## src/rtl/axis_pkg.sv

```systemverilog
// Shared constants and arbiter state encoding for the AXI-Stream merge blocks.
package axis_pkg;

  localparam int unsigned AXIS_NPORT = 4;
  localparam int unsigned AXIS_ID_W  = 2;

  typedef enum logic {
    ARB_IDLE = 1'b0,
    ARB_LOCK = 1'b1
  } arb_state_e;

endpackage

```

## src/rtl/axis_rr_merge4_if.sv

```systemverilog
// Signal bundle for the 4:1 AXI-Stream merger: four upstream lanes in, one tagged stream out.
interface axis_rr_merge4_if
  import axis_pkg::*;
#(
  parameter int unsigned DATA_W = 32
) ();

  logic [DATA_W*AXIS_NPORT-1:0] s_axis_tdata;
  logic [AXIS_NPORT-1:0]        s_axis_tlast;
  logic [AXIS_NPORT-1:0]        s_axis_tvalid;
  logic [AXIS_NPORT-1:0]        s_axis_tready;
  logic [AXIS_NPORT-1:0]        s_en;
  logic [DATA_W-1:0]            m_axis_tdata;
  logic [AXIS_ID_W-1:0]         m_axis_tid;
  logic                         m_axis_tlast;
  logic                         m_axis_tvalid;
  logic                         m_axis_tready;

  // master: the merger itself, which drives the merged stream
  modport master (
    input  s_axis_tdata, s_axis_tlast, s_axis_tvalid, s_en, m_axis_tready,
    output s_axis_tready, m_axis_tdata, m_axis_tid, m_axis_tlast, m_axis_tvalid
  );

  // slave: the surrounding sources and sink
  modport slave (
    output s_axis_tdata, s_axis_tlast, s_axis_tvalid, s_en, m_axis_tready,
    input  s_axis_tready, m_axis_tdata, m_axis_tid, m_axis_tlast, m_axis_tvalid
  );

endinterface

```

## src/rtl/rr_pick4.sv

```systemverilog
// Combinational 4-way round-robin pick: first requester searching upward from last_grant+1.
module rr_pick4 (
  input  logic [3:0] req,
  input  logic [1:0] last_grant,
  output logic       any,
  output logic [1:0] winner
);

  always_comb begin
    any    = |req;
    winner = last_grant;
    // Walk from farthest to nearest so the nearest requester wins.
    for (int k = 4; k >= 1; k--) begin
      if (req[last_grant + 2'(k)]) begin
        winner = last_grant + 2'(k);
      end
    end
  end

endmodule

```

## src/rtl/axis_rr_merge4.sv

```systemverilog
// Packet-aware round-robin merge of four AXI-Stream lanes into one registered, tid-tagged stream.
module axis_rr_merge4
  import axis_pkg::*;
#(
  parameter int unsigned DATA_W = 32
) (
  input logic              clk,
  input logic              rst,
  axis_rr_merge4_if.master bus
);

  arb_state_e state_q, state_d;
  logic [AXIS_ID_W-1:0]  last_grant_q, last_grant_d;
  logic [AXIS_ID_W-1:0]  owner_q, owner_d;
  logic [AXIS_ID_W-1:0]  sel, winner;
  logic [AXIS_NPORT-1:0] req, ready;
  logic                  any, out_free, accept, sel_last;
  logic [DATA_W-1:0]     sel_data;

  logic [DATA_W-1:0]    tdata_q;
  logic [AXIS_ID_W-1:0] tid_q;
  logic                 tlast_q, tvalid_q;

  assign out_free = ~tvalid_q | bus.m_axis_tready;
  assign req      = bus.s_axis_tvalid & bus.s_en;

  rr_pick4 u_pick (
    .req       (req),
    .last_grant(last_grant_q),
    .any       (any),
    .winner    (winner)
  );

  always_comb begin
    state_d      = state_q;
    last_grant_d = last_grant_q;
    owner_d      = owner_q;
    ready        = '0;
    sel          = owner_q;

    unique case (state_q)
      ARB_IDLE: begin
        if (any) begin
          sel          = winner;
          ready[winner] = out_free;
        end
      end
      ARB_LOCK: ready[owner_q] = out_free;
    endcase

    if (rst) begin
      ready = '0;
    end

    accept   = |(bus.s_axis_tvalid & ready);
    sel_last = bus.s_axis_tlast[sel];

    unique case (state_q)
      ARB_IDLE: begin
        if (accept) begin
          last_grant_d = sel;
          if (!sel_last) begin
            owner_d = sel;
            state_d = ARB_LOCK;
          end
        end
      end
      ARB_LOCK: begin
        if (accept && sel_last) begin
          state_d = ARB_IDLE;
        end
      end
    endcase
  end

  always_comb begin
    sel_data = '0;
    for (int i = 0; i < AXIS_NPORT; i++) begin
      if (sel == AXIS_ID_W'(i)) begin
        sel_data = bus.s_axis_tdata[i*DATA_W +: DATA_W];
      end
    end
  end

  always_ff @(posedge clk) begin
    if (rst) begin
      state_q      <= ARB_IDLE;
      last_grant_q <= AXIS_ID_W'(AXIS_NPORT - 1);
      owner_q      <= '0;
    end else begin
      state_q      <= state_d;
      last_grant_q <= last_grant_d;
      owner_q      <= owner_d;
    end
  end

  // Output register only moves when the downstream slot is empty or being drained.
  always_ff @(posedge clk) begin
    if (rst) begin
      tvalid_q <= 1'b0;
      tdata_q  <= '0;
      tid_q    <= '0;
      tlast_q  <= 1'b0;
    end else if (out_free) begin
      tvalid_q <= accept;
      if (accept) begin
        tdata_q <= sel_data;
        tid_q   <= sel;
        tlast_q <= sel_last;
      end
    end
  end

  assign bus.s_axis_tready = ready;
  assign bus.m_axis_tdata  = tdata_q;
  assign bus.m_axis_tid    = tid_q;
  assign bus.m_axis_tlast  = tlast_q;
  assign bus.m_axis_tvalid = tvalid_q;

endmodule

```

## src/flat_wrapper.sv

```systemverilog
// flat-port wrapper written by rule: the top's interface ports become plain ports
module axis_rr_merge4_flat import axis_pkg::*;
#(
  parameter int unsigned DATA_W = 32
)
  (clk, rst, bus_s_axis_tdata, bus_s_axis_tlast, bus_s_axis_tvalid, bus_s_en, bus_m_axis_tready, bus_s_axis_tready, bus_m_axis_tdata, bus_m_axis_tid, bus_m_axis_tlast, bus_m_axis_tvalid);
  axis_rr_merge4_if #(.DATA_W(DATA_W)) bus_i ();
  input logic clk;
  input logic rst;
  input wire logic [$bits(bus_i.s_axis_tdata)-1:0] bus_s_axis_tdata;
  input wire logic [$bits(bus_i.s_axis_tlast)-1:0] bus_s_axis_tlast;
  input wire logic [$bits(bus_i.s_axis_tvalid)-1:0] bus_s_axis_tvalid;
  input wire logic [$bits(bus_i.s_en)-1:0] bus_s_en;
  input wire logic [$bits(bus_i.m_axis_tready)-1:0] bus_m_axis_tready;
  output wire logic [$bits(bus_i.s_axis_tready)-1:0] bus_s_axis_tready;
  output wire logic [$bits(bus_i.m_axis_tdata)-1:0] bus_m_axis_tdata;
  output wire logic [$bits(bus_i.m_axis_tid)-1:0] bus_m_axis_tid;
  output wire logic [$bits(bus_i.m_axis_tlast)-1:0] bus_m_axis_tlast;
  output wire logic [$bits(bus_i.m_axis_tvalid)-1:0] bus_m_axis_tvalid;
  assign bus_i.s_axis_tdata = bus_s_axis_tdata;
  assign bus_i.s_axis_tlast = bus_s_axis_tlast;
  assign bus_i.s_axis_tvalid = bus_s_axis_tvalid;
  assign bus_i.s_en = bus_s_en;
  assign bus_i.m_axis_tready = bus_m_axis_tready;
  assign bus_s_axis_tready = bus_i.s_axis_tready;
  assign bus_m_axis_tdata = bus_i.m_axis_tdata;
  assign bus_m_axis_tid = bus_i.m_axis_tid;
  assign bus_m_axis_tlast = bus_i.m_axis_tlast;
  assign bus_m_axis_tvalid = bus_i.m_axis_tvalid;
  axis_rr_merge4 #(.DATA_W(DATA_W)) u_core (.clk(clk), .rst(rst), .bus(bus_i));
endmodule
```

## config.mk

```make
export PLATFORM = sky130hd
export DESIGN_NAME = axis_rr_merge4_flat
export DESIGN_NICKNAME = d
export VERILOG_FILES = /design/src/rtl/axis_pkg.sv /design/src/rtl/axis_rr_merge4_if.sv /design/src/rtl/rr_pick4.sv /design/src/rtl/axis_rr_merge4.sv /design/src/flat_wrapper.sv
export SDC_FILE = /design/constraint.sdc
export NUM_CORES = 1
export LEC_CHECK = 0
export CORE_MARGIN = 2
export CORE_UTILIZATION = 40
export CTS_BUF_LIST = sky130_fd_sc_hd__clkbuf_16
export CTS_CLUSTER_DIAMETER = 80
export DETAILED_ROUTE_END_ITERATION = 8
export PLACE_DENSITY = 0.86
export SYNTH_ARGS = -nofsm -noshare
export SYNTH_HDL_FRONTEND = slang
export SYNTH_HIERARCHICAL = 1
export SYNTH_SLANG_ARGS = --single-unit
```

## constraint.sdc

```tcl
create_clock -name clk -period 8.6 [get_ports clk]
set_clock_uncertainty 0.2 [all_clocks]
set_input_delay 0.86 -clock clk [delete_from_list [all_inputs] [get_ports clk]]
set_output_delay 0.86 -clock clk [all_outputs]
set_load 0.005 [all_outputs]
```

---- Word level (Yosys, flattened, before mapping) ----
Cells that the tools add are included.
storage, ports and cells
  output and inout bits ................... 40
  bits in registers ....................... 41
  input bits .............................. 143
operators by class
  order comparisons ....................... 8
  bitwise gates (word level) .............. 8
  multiplexer cells ....................... 28
  $add $sub $neg .......................... 3
  reduce and logical (&&, ||, !) cells .... 9
  eq/ne operators ......................... 3
operators by type and width
  operator                                                     number
  2-to-1 mux 32 bit                                            4
  less-than comparator 2 x 3 -> 1 bit (second input constant)  6
  AND 4 bit                                                    4
  2-to-1 mux 2 bit                                             5
  2-to-1 mux 1 bit                                             9
  binary-select mux 1 bit (select 2 bit)                       4
  2-to-1 mux 4 bit                                             2
  case mux 4 bit (2 select lines)                              1
  OR reduction 4 bit                                           2
  adder 2 bit (second input constant)                          2
  demux 1 bit (select 2 bit)                                   2
  == test 2 bit (second input constant)                        2
  >= comparator 2 x 1 -> 1 bit (second input constant)         2
  AND reduction 2 bit                                          2
  logical AND 1 bit                                            3
  NOT 1 bit                                                    3
  AND reduction 3 bit                                          1
  adder 2 x 1 -> 2 bit (second input constant)                 1
  == test 2 x 1 -> 1 bit (second input constant)               1
  zero test 2 bit                                              1
  case mux 1 bit (2 select lines)                              1
  bitwise OR 1 bit                                             1

---- Depth between registers and ports, before layout ----
  depth after elaboration ................. 19
  depth in mapped cells ................... 11

---- By module ----
The synthesis kept the hierarchy.
modules (own cells, without submodules)
  module          cells an instance  sequential area each (um^2)  area an instance (um^2)  instances
  axis_rr_merge4  266                820.8                        2927.8                   1
  rr_pick4        14                 0.0                          82.6                     1

---- Least setup slack after synthesis ----
Ideal clock, no wire load.
  kind .................................... input -> register
  from .................................... input bus_s_en[3]
  to ...................................... register u_core.tdata_q[10] (netlist: u_core/bus.m_axis_tdata[10])
  stages on the path ...................... 9
  slack ................................... 5100 ps
  library setup time ...................... 140 ps
  data required time ...................... 8260 ps
  arrival time ............................ 3161 ps
  buffers on the path ..................... 2
  cell sequence ........................... and2_1 or4_1 nor2b_2 buf_6 mux2i_4 buf_6 mux4_2 a21oi_2 nor3_2
on the way
  elaborated cells on any way between the ends .. 33
  classes of those cells .................. 2 x order compare; 3 x eq/ne; 20 x mux; 3 x bitwise; 5 x reduce/logical
RTL lines
  what                            line                   source
  start: declaration              flat_wrapper.sv:13     input wire logic [$bits(bus_i.s_en)-1:0] bus_s_en;
  AND 4 bit (*)                   axis_rr_merge4.sv:25   assign req = bus.s_axis_tvalid & bus.s_en;
  OR reduction 4 bit (*)          rr_pick4.sv:10         any = |req;
  named net u_core.any            axis_rr_merge4.sv:17   logic any, out_free, accept, sel_last;
  2-to-1 mux 2 bit                axis_rr_merge4.sv:43   if (any) begin
  2-to-1 mux 2 bit                axis_rr_merge4.sv:41   unique case (state_q)
  zero test 2 bit                 axis_rr_merge4.sv:79   if (sel == AXIS_ID_W'(i)) begin
  2-to-1 mux 32 bit (4 in a row)  axis_rr_merge4.sv:79
  end signal: assignment          axis_rr_merge4.sv:107  tdata_q <= sel_data;
  end: declaration                axis_rr_merge4.sv:20   logic [DATA_W-1:0] tdata_q;
Mark *: on every way through the listed nets, which the timed path passes. The rest lies on a longest branch. The select of a mux whose other input is x is not followed.
A chain may end at the register's enable or synchronous reset.

---- Worst setup path after layout ----
  from .................................... input bus_s_axis_tvalid[3]
  to ...................................... register u_core.tdata_q[9] (netlist: u_core/bus.m_axis_tdata[9])
on the way
  elaborated cells on any way between the ends .. 33
  classes of those cells .................. 2 x order compare; 3 x eq/ne; 20 x mux; 3 x bitwise; 5 x reduce/logical
RTL lines
  what                            line                  source
  start: declaration              flat_wrapper.sv:12    input wire logic [$bits(bus_i.s_axis_tvalid)-1:0] bus_s_axis_tvalid;
  AND 4 bit (*)                   axis_rr_merge4.sv:25
  named net u_core.req[3]         axis_rr_merge4.sv:16  logic [AXIS_NPORT-1:0] req, ready;
  OR reduction 4 bit (*)          rr_pick4.sv:10
  named net u_core.any            axis_rr_merge4.sv:17
  2-to-1 mux 2 bit                axis_rr_merge4.sv:43
  2-to-1 mux 2 bit                axis_rr_merge4.sv:41
  zero test 2 bit                 axis_rr_merge4.sv:79
  2-to-1 mux 32 bit (4 in a row)  axis_rr_merge4.sv:79
Marks and branches as above.

==> flow_summary.ini <==
[die]
start_util_pct = 41.5
ios = 183
core_area_um2 = 7250
rows = 31
die_area_um2 = 8240
die_w_um = 90.8
fp.dieH_um = 90.8

[pwr]
comb_power_share_pct = 61.3
vdd_ir_drop_max_v = 0.000151
p_seq_share_pct = 22.9
p_sw_uw = 488
clkPwrFrac_pct = 15.8
power-per-cell-area_nw_per_um2 = 267
sw_frac_of_total_pct = 36.8
leakagePower_uw = 0.00169
internal_power_uw = 837

[setup_path]
cp_slowest_cell = mux2i_4
path_delay_family = multiplexers
worstPathCellList = clkdlybuf4s50_1 -> and2_1 -> or4_1 -> nor2b_2 -> mux2i_4 -> buf_4 -> mux4_2 -> a21oi_2 -> nor3_2
critPathMaxFanout = 22
crit_required_ps = 8540
slowest_delay_ps = 620
worstSetupPathType = in -> reg
r2r-end = u_core/bus.m_axis_tlast
worst-path-buf-inv = 2
reg2regPathDepth = 8
rrSetupSlack_ps = 5240
end_kind = register
startpoint_type = primary input
critPathArrivalTime_ps = 4250
timing.rr.start = u_core/last_grant_q[1]

[synth]
synth_edf_count = 0
synth_warnings = 6
synth_fa_ha_area_share_pct = 0
synth_top_family_by_area = multiplexers
synth_compound_area_share_pct = 15.3
synth_seq_cells = 41
synth.area.mux_share_pct = 27.2
synth-main-ff-cell = dfxtp_1
synth_simple_gate_area_share_pct = 23.6
syn_nets = 423
async_reset_ff_share_pct = 0
syn_avg_cell_area_um2 = 10.8
synth_xor_area_share_pct = 0
syn_area_um2 = 3010
synth.distinct_cells = 44
ys_seq_area_share_pct = 27.3
netlist_instances = 280

[sta]
slew_headroom_pct = 28.9
finalCritPeriodShare_pct = 50.1
setup_slack_ps = 4290
min_period_ps = 4310
finalSetupViolCount = 0
rsz0062_at_grt = false
hold_viol = 0
setup-tns-final_ps = 0
fmax_ghz = 0.232
report.final.slew_viol_count = 0
worstMarginPinSlew_ps = 1060

[cells_and_area]
utilization_pct = 68.5
fillerInstances = 579
antenna_cells = 0
register_area_um2 = 821
area_growth_pct = 65.1
finalNetCount = 586
layout-drive-gt1-share_pct = 24.3
multi_input_area_um2 = 2000

[run_status]
status = finished, final reports clean

[routing]
routed_via_density = 5.52
vias = 2995
drt_iter0_drc = 77
post-route-drc-count = 0
dr.pass1.iters = 4
ant_nets = 0
wirelength_um = 9740
wl_per_cell_um = 17.9

[clocking]
clk_latency_ps = 270
cts_sinks = 41
cts-root-buf = clkbuf_16
htreeDepth = 2
cts_setup_buffers = 0
cts_hold_buf = 0
clk_path_buf_depth = 2
cts_tree = yes
clk_pin_slew_worst_paths_ps = 60
cts_made_buffers = 5
cts_resized = 0

[grt]
grt_max_degree = 44
grtUsageTotal_pct = 23.4
grt_overflow = 0
grt_pass1_wl_um = 15500
grt_pass1_vias = 3169
grt_antenna_before_repair = 0

[place]
gp_congestion = 0.880
dpl.hpwl_um = 7090
place_ws_ps = 3980
portBuffers = 182

[worst_hold_path]
hold_class = reg -> reg
hold-path-cell-count = 2
holdPathEnd = u_core/bus.m_axis_tid[1]
holdCritStartpoint = u_core/bus.m_axis_tid[1]

[job]
max_cap_viol_count = 0
==> cells in the mapped netlist, types with 2 or more instances <==
cell type | count | area [µm²]
nor3_1 | 47 | 235
dfxtp_1 | 41 | 821
mux4_2 | 29 | 653
a21oi_2 | 27 | 236
nor3_2 | 26 | 260
a21oi_1 | 12 | 60.1
buf_2 | 11 | 55.1
nor2_1 | 11 | 41.3
clkbuf_1 | 7 | 26.3
buf_4 | 6 | 45.0
inv_1 | 6 | 22.5
and2_1 | 4 | 25.0
buf_6 | 4 | 45.0
nand2_1 | 4 | 15.0
o21ai_1 | 4 | 20.0
mux2i_1 | 3 | 30.0
mux4_1 | 3 | 78.8
a211oi_2 | 2 | 25.0
a21o_1 | 2 | 15.0
a221oi_1 | 2 | 17.5
and3_1 | 2 | 12.5
and3b_1 | 2 | 17.5
and4bb_2 | 2 | 25.0
mux2i_4 | 2 | 45.0
nor2b_1 | 2 | 12.5
==> through the flow <==
step                      area [µm²]  instances  total power (µW)  hold WS, ps
after floorplan                 3010        280               869          284
after global placement          4810        535              1100          278
after CTS                       4970        543              1340          306
after detailed placement        4810        535              1120          297
final                           4970        543              1330          305
after global routing            4970        543              1410          344
==> worst reg2reg max path, stage by stage, from the launching register on <==
cell	delay (ps)
dfxtp_1	460
mux2i_1	220
nor2_1	60
a221o_1	370
and4b_1	250
o21ai_1	340
a21o_2	900
a211oi_2	210
o21ba_2	250
==> area by class of cell <==
cell class                      count  area share, %
Sequential cell                    41           16.5
Clock inverter                      3          0.755
Clock buffer                        5           2.52
Tap cell                           99           2.49
Timing Repair Buffer              185           37.0
Inverter                            6          0.453
Multi-Input combinational cell    204           40.3
==> worst max path at each step <==
| stage | from | end | slack, ps | cells after the start |
|---|---|---|---|---|
| after global placement | bus_s_axis_tvalid[3] | u_core/bus.m_axis_tdata[17] | 4010 | 9 |
| after detailed placement | bus_s_axis_tvalid[3] | u_core/bus.m_axis_tdata[11] | 3980 | 9 |
| after global routing | bus_s_axis_tvalid[3] | u_core/bus.m_axis_tdata[9] | 4060 | 9 |
| after CTS | bus_s_axis_tvalid[3] | u_core/bus.m_axis_tdata[11] | 4260 | 9 |
| final | bus_s_axis_tvalid[3] | u_core/bus.m_axis_tdata[9] | 4290 | 9 |
| after floorplan | bus_s_en[3] | u_core/bus.m_axis_tdata[10] | 5100 | 9 |
==> cell usage in the layout, fill, tap and decap left out, types with 3 or more instances in the layout <==
master           netlist  final
buf_4                  6      3
a21oi_2               27     26
nor2_1                11     11
o21ai_1                4      4
nor3_2                26     26
nand2_1                4      4
dfxtp_1               41     41
mux4_2                29     29
clkbuf_16              0      5
clkdlybuf4s50_1        0    181
nor3_1                47     47
mux4_1                 3      3
inv_1                  6      7
mux2i_1                3      3
a21oi_1               12     12
and2_1                 4      4
==> cells by family after synthesis <==
group | count (synthesis)
and+or+nand+nor | 108
AOI/OAI and AO/OA | 58
DFF | 41
muxes | 38
buffers and inverters | 35
==> flip-flops by register name, summed over array words and instances, names as in the netlist, named ones only <==
name                      cells
u_core/bus.m_axis_tdata      32
u_core/bus.m_axis_tid         2
u_core/last_grant_q           2
u_core/owner_q                2
u_core/bus.m_axis_tlast       1
u_core/bus.m_axis_tvalid      1
==> power groups by stage <==
stage          sequential [µW]  clock [µW]  combinational, µW
2_1_floorplan              301           0                568
3_3_place_gp               303           0                800
3_5_place_dp               307           0                816
4_1_cts                    304         213                820
5_1_grt                    314         221                873
6_report                   303         210                812
==> routing by layer <==
metal  GRT usage, %  part of all wire (%)
met1           26.4                    39
met2           42.5                    52
met3           5.34                   6.0
met4           8.97                   2.4
met5              0                     0
Note: power is estimated with default switching activity, not from simulation.
